File: src/rtl/keypad_time_entry.sv
// keypad_time_entry: collects keypad presses into a 6-digit BCD time HH:MM:SS.
// It validates the time on enter and publishes it with a one-hot target strobe.
//
// Ports:
//   clk, resetn             clock, asynchronous active-low reset
//   key_valid, key_code     one-cycle key strobe; 0-9 digit, A/B/C target,
//                           D backspace, E clear, F enter
//   keypad_clock [23:0]     last committed time {H1,H0,M1,M0,S1,S0}, BCD
//   enable [3:0]            one-cycle commit strobe: 0100 setclock,
//                           0010 stopwatch, 0001 alarm
//   entry_buf [23:0]        in-progress digits, right-aligned, for the display
//   digit_count [2:0]       digits entered, 0-6
//   mode [1:0]              0 none, 1 setclock, 2 stopwatch, 3 alarm
//   error                   one-cycle pulse on a rejected key or a bad time
module keypad_time_entry #(
  parameter int unsigned TIMEOUT = 500000000,
  parameter int unsigned TO_W    = 29
) (
  input  logic        clk,
  input  logic        resetn,
  input  logic        key_valid,
  input  logic [3:0]  key_code,
  output logic [23:0] keypad_clock,
  output logic [3:0]  enable,
  output logic [23:0] entry_buf,
  output logic [2:0]  digit_count,
  output logic [1:0]  mode,
  output logic        error
);

  localparam int unsigned DIGITS = 6;
  localparam int unsigned BUF_W  = 4 * DIGITS;
  localparam int unsigned CNT_W  = 3;
  localparam int unsigned MODE_W = 2;
  localparam int unsigned EN_W   = 4;

  // Counter value at which the next idle edge completes TIMEOUT idle cycles.
  localparam logic [TO_W-1:0] TO_LAST = (TIMEOUT == 0) ? '0 : TO_W'(TIMEOUT - 1);

  localparam logic [3:0] K_DIGIT_MAX = 4'd9;
  localparam logic [3:0] K_TGT_CLOCK = 4'hA;
  localparam logic [3:0] K_TGT_ALARM = 4'hC;
  localparam logic [3:0] K_BACK      = 4'hD;
  localparam logic [3:0] K_CLEAR     = 4'hE;
  localparam logic [3:0] K_ENTER     = 4'hF;

  typedef enum logic [1:0] {
    ST_IDLE   = 2'd0,
    ST_ENTRY  = 2'd1,
    ST_COMMIT = 2'd2
  } state_e;

  state_e state_q, state_d;

  logic [BUF_W-1:0]  keypad_clock_q, keypad_clock_d;
  logic [EN_W-1:0]   enable_q, enable_d;
  logic [BUF_W-1:0]  entry_buf_q, entry_buf_d;
  logic [CNT_W-1:0]  digit_count_q, digit_count_d;
  logic [MODE_W-1:0] mode_q, mode_d;
  logic              error_q, error_d;
  logic [TO_W-1:0]   to_cnt_q, to_cnt_d;

  // Key classification (all qualified by key_valid).
  logic              key_digit_c;
  logic              key_target_c;
  logic              key_back_c;
  logic              key_clear_c;
  logic              key_enter_c;
  logic [MODE_W-1:0] key_mode_c;

  assign key_digit_c  = key_valid && (key_code <= K_DIGIT_MAX);
  assign key_target_c = key_valid && (key_code >= K_TGT_CLOCK) && (key_code <= K_TGT_ALARM);
  assign key_back_c   = key_valid && (key_code == K_BACK);
  assign key_clear_c  = key_valid && (key_code == K_CLEAR);
  assign key_enter_c  = key_valid && (key_code == K_ENTER);
  // A/B/C map onto mode 1/2/3.
  assign key_mode_c   = MODE_W'(key_code - 4'h9);

  // Time validation on the right-aligned buffer: HH <= 23, M1 <= 5, S1 <= 5.
  logic [3:0] h1_c, h0_c, m1_c, s1_c;
  logic       time_ok_c;

  assign h1_c = entry_buf_q[23:20];
  assign h0_c = entry_buf_q[19:16];
  assign m1_c = entry_buf_q[15:12];
  assign s1_c = entry_buf_q[7:4];

  assign time_ok_c = ((h1_c < 4'd2) || ((h1_c == 4'd2) && (h0_c <= 4'd3)))
                     && (m1_c <= 4'd5) && (s1_c <= 4'd5);

  // Idle timeout fires on the edge that completes TIMEOUT key-free cycles.
  logic to_expire_c;

  assign to_expire_c = (TIMEOUT != 0) && (state_q == ST_ENTRY) && (to_cnt_q == TO_LAST);

  function automatic logic [EN_W-1:0] mode_onehot(input logic [MODE_W-1:0] m);
    logic [EN_W-1:0] oh;
    oh = '0;
    case (m)
      2'd1:    oh = 4'b0100;
      2'd2:    oh = 4'b0010;
      2'd3:    oh = 4'b0001;
      default: oh = '0;
    endcase
    return oh;
  endfunction

  // State register.
  always_ff @(posedge clk or negedge resetn) begin
    if (!resetn) begin
      state_q <= ST_IDLE;
    end else begin
      state_q <= state_d;
    end
  end

  // Next-state logic; a key on the same edge as the timeout takes priority.
  always_comb begin
    state_d = state_q;
    case (state_q)
      ST_IDLE: begin
        if (key_target_c) begin
          state_d = ST_ENTRY;
        end
      end
      ST_ENTRY: begin
        if (key_enter_c && time_ok_c) begin
          state_d = ST_COMMIT;
        end else if (!key_valid && to_expire_c) begin
          state_d = ST_IDLE;
        end
      end
      ST_COMMIT: begin
        state_d = ST_IDLE;
      end
      default: begin
        state_d = ST_IDLE;
      end
    endcase
  end

  // Datapath / output next values.
  always_comb begin
    keypad_clock_d = keypad_clock_q;
    enable_d       = '0;
    entry_buf_d    = entry_buf_q;
    digit_count_d  = digit_count_q;
    mode_d         = mode_q;
    error_d        = 1'b0;
    to_cnt_d       = '0;

    case (state_q)
      ST_IDLE: begin
        if (key_target_c) begin
          mode_d        = key_mode_c;
          entry_buf_d   = '0;
          digit_count_d = '0;
        end else if (key_valid && !key_clear_c) begin
          // Digits, backspace and enter mean nothing without a target.
          error_d = 1'b1;
        end
      end

      ST_ENTRY: begin
        if (key_valid) begin
          if (key_digit_c) begin
            if (digit_count_q < CNT_W'(DIGITS)) begin
              entry_buf_d   = {entry_buf_q[BUF_W-5:0], key_code};
              digit_count_d = digit_count_q + CNT_W'(1);
            end else begin
              error_d = 1'b1;
            end
          end else if (key_target_c) begin
            mode_d        = key_mode_c;
            entry_buf_d   = '0;
            digit_count_d = '0;
          end else if (key_back_c) begin
            if (digit_count_q != '0) begin
              entry_buf_d   = {4'h0, entry_buf_q[BUF_W-1:4]};
              digit_count_d = digit_count_q - CNT_W'(1);
            end
          end else if (key_clear_c) begin
            entry_buf_d   = '0;
            digit_count_d = '0;
          end else if (key_enter_c) begin
            if (time_ok_c) begin
              keypad_clock_d = entry_buf_q;
              enable_d       = mode_onehot(mode_q);
            end else begin
              error_d = 1'b1;
            end
          end
        end else if (to_expire_c) begin
          mode_d        = '0;
          entry_buf_d   = '0;
          digit_count_d = '0;
        end else begin
          to_cnt_d = to_cnt_q + TO_W'(1);
        end
      end

      ST_COMMIT: begin
        // Keys arriving here are dropped; the entry context is released.
        mode_d        = '0;
        entry_buf_d   = '0;
        digit_count_d = '0;
      end

      default: begin
        mode_d        = '0;
        entry_buf_d   = '0;
        digit_count_d = '0;
      end
    endcase
  end

  // Datapath registers.
  always_ff @(posedge clk or negedge resetn) begin
    if (!resetn) begin
      keypad_clock_q <= '0;
      enable_q       <= '0;
      entry_buf_q    <= '0;
      digit_count_q  <= '0;
      mode_q         <= '0;
      error_q        <= 1'b0;
      to_cnt_q       <= '0;
    end else begin
      keypad_clock_q <= keypad_clock_d;
      enable_q       <= enable_d;
      entry_buf_q    <= entry_buf_d;
      digit_count_q  <= digit_count_d;
      mode_q         <= mode_d;
      error_q        <= error_d;
      to_cnt_q       <= to_cnt_d;
    end
  end

  assign keypad_clock = keypad_clock_q;
  assign enable       = enable_q;
  assign entry_buf    = entry_buf_q;
  assign digit_count  = digit_count_q;
  assign mode         = mode_q;
  assign error        = error_q;

endmodule
File: config.mk
export PLATFORM = sky130hd
export DESIGN_NAME = keypad_time_entry
export DESIGN_NICKNAME = d
export VERILOG_FILES = /design/src/rtl/keypad_time_entry.sv
export SDC_FILE = /design/constraint.sdc
export NUM_CORES = 1
export LEC_CHECK = 0
export CAP_MARGIN = 0
export CORE_MARGIN = 5
export CORE_UTILIZATION = 50
export CTS_BUF_LIST = sky130_fd_sc_hd__clkbuf_4 sky130_fd_sc_hd__clkbuf_8 sky130_fd_sc_hd__clkbuf_16
export CTS_CLUSTER_SIZE = 10
export DETAILED_ROUTE_END_ITERATION = 8
export HOLD_SLACK_MARGIN = 0.08
export PLACE_DENSITY = 0.75
export SETUP_SLACK_MARGIN = 0.2
export SLEW_MARGIN = 20
export SYNTH_ARGS = -nofsm -noshare
export SYNTH_HDL_FRONTEND = slang
export SYNTH_SLANG_ARGS = --single-unit
File: constraint.sdc
create_clock -name clk -period 3.9 [get_ports clk]
set_input_delay 0.78 -clock clk [delete_from_list [all_inputs] [get_ports clk]]
set_output_delay 0.78 -clock clk [all_outputs]
set_load 0.03 [all_outputs]
==> qor.txt, run 1 <==
result of the run -> complete, no violations
Worst Setup End Kind -> register
number of nets produced by synthesis -> 388
CTS H-Tree Depth -> 3
sequential-to-total area share from yosys stat -> 0.519
multi-input logic area -> 1910 um2
wire length on met2 -> 4650 um
dominant register cell in the synthesized netlist -> sky130_fd_sc_hd__dfrtp_1
delay contributed by the slowest stage of the critical path -> 590 ps
Num Clock Sinks -> 88
ordered cell list for the critical path -> clkdlybuf4s50_1 > inv_1 > ha_1 > o21bai_1 > and2_1 > o32ai_1 > a211oi_4 > buf_12 > mux2_1
first-pass iteration count of the detailed router -> 4
Max FO, Critical Path -> 27
Final setup viols -> 0
overall die area -> 10,400 um2
required arrival time at the worst endpoint -> 4140 ps
switching power of the nets -> 785 uW
number of hold-slack violations in the final timing report -> 0
unrepaired setup endpoints after global routing -> false
number of global-route vias before repair -> 3,032
TritonCTS clock tree -> yes
synthesized area divided by synthesized cell count -> 11.4 um2
proportion of register bits with asynchronous set or reset after synthesis -> 1.00
power density relative to cell area -> 443 nW/um2
clock root buffer master -> sky130_fd_sc_hd__clkbuf_8
launch point of the worst path -> key_code[0]
clock insertion delay at the later pin of the skew report -> 360 ps
Antenna Cells -> 0
area growth from synthesis to layout -> 23.1%
internal power -> 1530 uW
highest clock frequency the design can meet -> 319 MHz
fraction of layout cells with a size suffix above 1 -> 0.130
flip-flop and latch count after synthesis -> 88
synthesized instance count -> 373
origin of the critical flop-to-flop path -> to_cnt_q[11]$_DFF_PN0_
Setup TNS Final -> 0 ps
final wirelength -> 9360 um
first-pass GRT wire length -> 15,300 um
Via-to-Cell Ratio -> 5.64
area occupied by registers -> 2200 um2
Final HPWL DP -> 6530 um
leakage dissipation -> 0.00228 uW
post-CTS setup repair buffer count -> 0
setup slack of the critical path after layout -> 768 ps
number of nets with antenna violations after routing -> 0
top library cells by usage in the layout, fill and taps aside -> sky130_fd_sc_hd__dfrtp_1 (88), sky130_fd_sc_hd__clkdlybuf4s50_1 (62), sky130_fd_sc_hd__nor2_1 (34)
uppermost signal routing layer after detailed routing -> met4
number of instances resized during post-cts repair -> 0
count of unresolved DRC violations after routing -> 0
wire length on met3 -> 517 um
power share of the clock group -> 0.290
pre-CTS setup slack -> 418 ps
Seq pwr share -> 0.453
all-layer global routing usage -> 0.186
worst slack on hold paths -> 456 ps
Pins Over Slew Limit -> 0
share of total power in combinational logic -> 0.258
GP Congestion -> 0.902
post-layout min period -> 3130 ps
vertical die dimension -> 102 um
total routed wire length on the met1 layer -> 4120 um
pin count of the biggest net entering global routing -> 89
commonest non-fill, non-tap cell in the layout -> sky130_fd_sc_hd__dfrtp_1
slew at the pin closest to its max-slew limit -> 780 ps
class of the most critical hold timing path -> in -> async
startpoint class of the critical path -> input pin
period utilisation layout -> 0.803
count of input and output buffers -> 63
Worst path slowest cell -> sky130_fd_sc_hd__clkdlybuf4s50_1
Site Rows -> 33
worst rel slew slack -> 0.480
peak supply drop -> 0.000210 V
sw frac -> 0.339
net total in the final layout -> 456
total congestion overflow after global routing -> 0
setup skew after layout -> 12.2 ps
total of max-cap violations -> 0
total power of the final layout -> 2310 uW
Data arrival, critical path -> 3370 ps
count of distinct cell types in the synthesized netlist -> 52
EDFF count, synth -> 0
Initial Utilization -> 0.514
Synth warnings -> 0
number of vias in the routed layout -> 3,106
Die X-Extent -> 102 um
IO Count -> 65
post-CTS clock slew at the launch and capture registers of the worst setup and hold paths -> 90 ps
WL per Instance -> 17.0 um
buffers from clock root to sink, at most -> 2
Initial DRC Count -> 132
class of the most critical setup path -> in -> reg
number of inserted filler cells in the final layout -> 666
initial antenna violation count -> 0
CORE AREA -> 8260 um2
Num CTS Buffers -> 9
CTS Hold Buffers Added -> 0
netlist area before placement -> 4240 um2
[final cells by class]
| cell class | instances | share of cell area |
|---|---|---|
| Tap cell | 105 | 0.0252 |
| Clock inverter | 7 | 0.0163 |
| Multi-Input combinational cell | 254 | 0.365 |
| Timing Repair Buffer | 72 | 0.136 |
| Clock buffer | 9 | 0.0237 |
| Sequential cell | 88 | 0.422 |
| Inverter | 16 | 0.0115 |
[cells by family (layout without fill, tap and decap cells)]
logic type               count (synthesis)  after routing  synth area share
AO/OA/AOI/OAI                           49             49            0.0920
XOR/XNOR                                27             27            0.0558
adder cells (fa/ha/maj)                  8              8            0.0236
buffers and inverters                   31            104            0.0325
flip-flops                              88             88             0.519
multiplexers                            48             48             0.124
other                                    1              1          0.000884
AND/OR/NAND/NOR                        121            121             0.153
[registers in the layout, indices dropped and copies added, names as in the netlist]
signal	count
to_cnt_q	29
entry_buf	24
keypad_clock	24
digit_count	3
enable	3
mode	2
state_q	2
error	1
[power groups by stage]
stage / combinational (uW) / clock, uW / sequential (uW)
2_1_floorplan: 305 / 0 / 1140
3_3_place_gp: 591 / 0 / 1060
3_5_place_dp: 599 / 0 / 1060
4_1_cts: 601 / 684 / 1050
5_1_grt: 643 / 726 / 1060
6_report: 597 / 670 / 1050
[Yosys cell counts, types with 8 or more instances]
library cell	count	area, um2
sky130_fd_sc_hd__nand2_1	19	71.3
sky130_fd_sc_hd__mux2_1	8	90.1
sky130_fd_sc_hd__mux2_2	27	304
sky130_fd_sc_hd__nor3_1	8	40.0
sky130_fd_sc_hd__nand3_1	12	60.1
sky130_fd_sc_hd__clkbuf_1	10	37.5
sky130_fd_sc_hd__xor2_1	19	166
sky130_fd_sc_hd__xnor2_1	8	70.1
sky130_fd_sc_hd__mux2i_1	13	130
sky130_fd_sc_hd__nor2_1	34	128
sky130_fd_sc_hd__dfrtp_1	88	2200
sky130_fd_sc_hd__ha_1	8	100
sky130_fd_sc_hd__a22o_1	13	114
sky130_fd_sc_hd__nand4_1	9	56.3
sky130_fd_sc_hd__inv_1	16	60.1
[per-layer routing]
metal | track usage | up-vias
li1 | - | 1483
met1 | 0.248 | 1542
met2 | 0.311 | 73
met3 | 0.0375 | 8
met4 | 0.0484 | 0
met5 | 0 | -
[critical path: cells and delay by family]
kind                       cells  cell delay [ps]
AOI/OAI and AO/OA              3              680
adders and majority gates      1              220
buffers and inverters          3              950
muxes                          1              360
and+or+nand+nor                1              370
[through the flow]
step                area (um2)  cells   util
finish                    5220    551  0.632
global route              5220    551  0.632
CTS                       5220    551  0.632
detailed placement        5010    535  0.607
global placement          5010    535  0.607
floorplan                 4240    373      -
[path summary, 6_finish.rpt]
| check | to | slack, ps | cells past startpoint |
|---|---|---|---|
| hold reg to reg | to_cnt_q[0]$_DFF_PN0_ | 480 | 1 |
| setup / recovery | entry_buf[15]$_DFFE_PN0P_ | 770 | 9 |
| setup reg to reg | entry_buf[15]$_DFFE_PN0P_ | 1390 | 6 |
| hold / removal | enable[0]$_DFF_PN0_ | 460 | 1 |
| min in group clk | to_cnt_q[0]$_DFF_PN0_ | 480 | 1 |
| max in group asynchronous | to_cnt_q[15]$_DFF_PN0_ | 2910 | 1 |
Note: power is estimated with default switching activity, not from simulation.
==> run 2: changes to the inputs <==
- clock period: 3.9 -> 2.9 ns (I/O delays scaled with it)
==> qor.txt, run 2 (synthesis results as in run 1) <==
result of the run -> complete, no violations
total congestion overflow after global routing -> 0
final core occ -> 0.671
critical path buffer and inverter count -> 5
cells on worst reg2reg path -> 7
all-layer global routing usage -> 0.191
clock insertion delay at the later pin of the skew report -> 350 ps
area growth from synthesis to layout -> 30.7%
number of vias in the routed layout -> 3,244
Num Clock Sinks -> 88
period utilisation layout -> 0.920
Pins Over Slew Limit -> 0
Initial DRC Count -> 159
number of hold-slack violations in the final timing report -> 0
Antenna Cells -> 0
ordered cell list for the critical path -> clkdlybuf4s50_1 > buf_4 > o2111ai_1 > buf_4 > a41oi_2 > o32ai_4 > a211oi_4 > buf_4 > buf_8 > mux2_1
WL per Instance -> 16.8 um
post-CTS clock slew at the launch and capture registers of the worst setup and hold paths -> 90 ps
total of max-cap violations -> 0
peak supply drop -> 0.000384 V
startpoint class of the critical path -> input pin
CORE AREA -> 8260 um2
class of the most critical setup path -> in -> reg
fraction of layout cells with a size suffix above 1 -> 0.202
Final HPWL DP -> 6940 um
Levels on crit path -> 10
class of the most critical hold timing path -> in -> async
Num CTS Buffers -> 9
setup skew after layout -> 7.49 ps
first-pass GRT wire length -> 15,800 um
Site Rows -> 33
final wirelength -> 9740 um
Worst path slowest cell -> sky130_fd_sc_hd__clkdlybuf4s50_1
initial antenna violation count -> 0
Setup TNS Final -> 0 ps
setup slack of the critical path after layout -> 232 ps
buffers from clock root to sink, at most -> 2
register with the most flip-flops -> to_cnt_q
GP Congestion -> 0.893
first-pass iteration count of the detailed router -> 4
delay contributed by the slowest stage of the critical path -> 570 ps
IO Count -> 65
count of unresolved DRC violations after routing -> 0
number of inserted filler cells in the final layout -> 647
top library cells by usage in the layout, fill and taps aside -> sky130_fd_sc_hd__dfrtp_1 (88), sky130_fd_sc_hd__clkdlybuf4s50_1 (60), sky130_fd_sc_hd__nor2_1 (34)
post-layout min period -> 2670 ps
Largest register FFs -> 29
CTS H-Tree Depth -> 3
required arrival time at the worst endpoint -> 3140 ps
most used cell, CP -> sky130_fd_sc_hd__buf_4
slew at the pin closest to its max-slew limit -> 757 ps
vertical die dimension -> 102 um
net total in the final layout -> 486
overall die area -> 10,400 um2
clock root buffer master -> sky130_fd_sc_hd__clkbuf_8
pre-CTS setup slack -> -68.6 ps
family of cells with the greatest summed delay on the critical path -> buffers and inverters
power density relative to cell area -> 589 nW/um2
leakage dissipation -> 0.00246 uW
Max FO, Critical Path -> 11
Data arrival, critical path -> 2910 ps
number of global-route vias before repair -> 3,144
Die X-Extent -> 102 um
count of input and output buffers -> 63
number of nets with antenna violations after routing -> 0
Via-to-Cell Ratio -> 5.58
commonest non-fill, non-tap cell in the layout -> sky130_fd_sc_hd__dfrtp_1
worst rel slew slack -> 0.491
pin count of the biggest net entering global routing -> 52
unrepaired setup endpoints after global routing -> false
highest clock frequency the design can meet -> 375 MHz
CTS Hold Buffers Added -> 0
Worst Setup End Kind -> register
Initial Utilization -> 0.514
Final setup viols -> 0
TritonCTS clock tree -> yes
==> run 2: cell type report <==
cell class | count | area (um2) | share of cell area
Sequential cell | 88 | 2200 | 0.397
Multi-Input combinational cell | 254 | 1960 | 0.353
Timing Repair Buffer | 102 | 988 | 0.178
Tap cell | 105 | 131 | 0.0237
Clock buffer | 9 | 124 | 0.0223
Clock inverter | 7 | 78.8 | 0.0142
Inverter | 16 | 60.1 | 0.0108
==> run 2: path summary, 6_finish.rpt <==
kind / start / end / slack (ps)
setup / recovery: key_code[2] / entry_buf[7]$_DFFE_PN0P_ / 230
hold / removal: resetn / enable[1]$_DFF_PN0_ / 180
setup reg to reg: to_cnt_q[11]$_DFF_PN0_ / entry_buf[7]$_DFFE_PN0P_ / 340
hold reg to reg: to_cnt_q[0]$_DFF_PN0_ / to_cnt_q[0]$_DFF_PN0_ / 480
max in group asynchronous: resetn / entry_buf[23]$_DFFE_PN0P_ / 2100
min in group clk: to_cnt_q[0]$_DFF_PN0_ / to_cnt_q[0]$_DFF_PN0_ / 480
==> run 2: repair_timing <==
action                     4_1_cts  5_1_grt
setup endpoints to repair        0       20
gates resized for setup          0       17
setup buffers                    0        7
==> run 2: where the power goes <==
part | total (uW) | internal (uW) | switching, uW
Combinational | 988 | 466 | 522
Clock | 869 | 408 | 462
Sequential | 1410 | 1310 | 100
Total | 3260 | 2180 | 1080
==> run 2: stage by stage <==
step,cell area [um2],total power [uW],hold slack [ps],instances
finish,5540,3260,175,581
global route,5540,3420,204,581
CTS,5410,3170,188,574
detailed placement,5210,2300,467,558
global placement,5210,2290,458,558
floorplan,4240,1950,284,373
==> run 2: metal layers <==
metal | vias to the layer above | global-route usage | part of all wire | wire [um]
li1 | 1535 | - | - | -
met1 | 1605 | 0.265 | 0.44 | 4290
met2 | 94 | 0.311 | 0.50 | 4880
met3 | 10 | 0.0307 | 0.047 | 460
met4 | 0 | 0.0605 | 0.011 | 111
met5 | - | 0 | 0 | 0
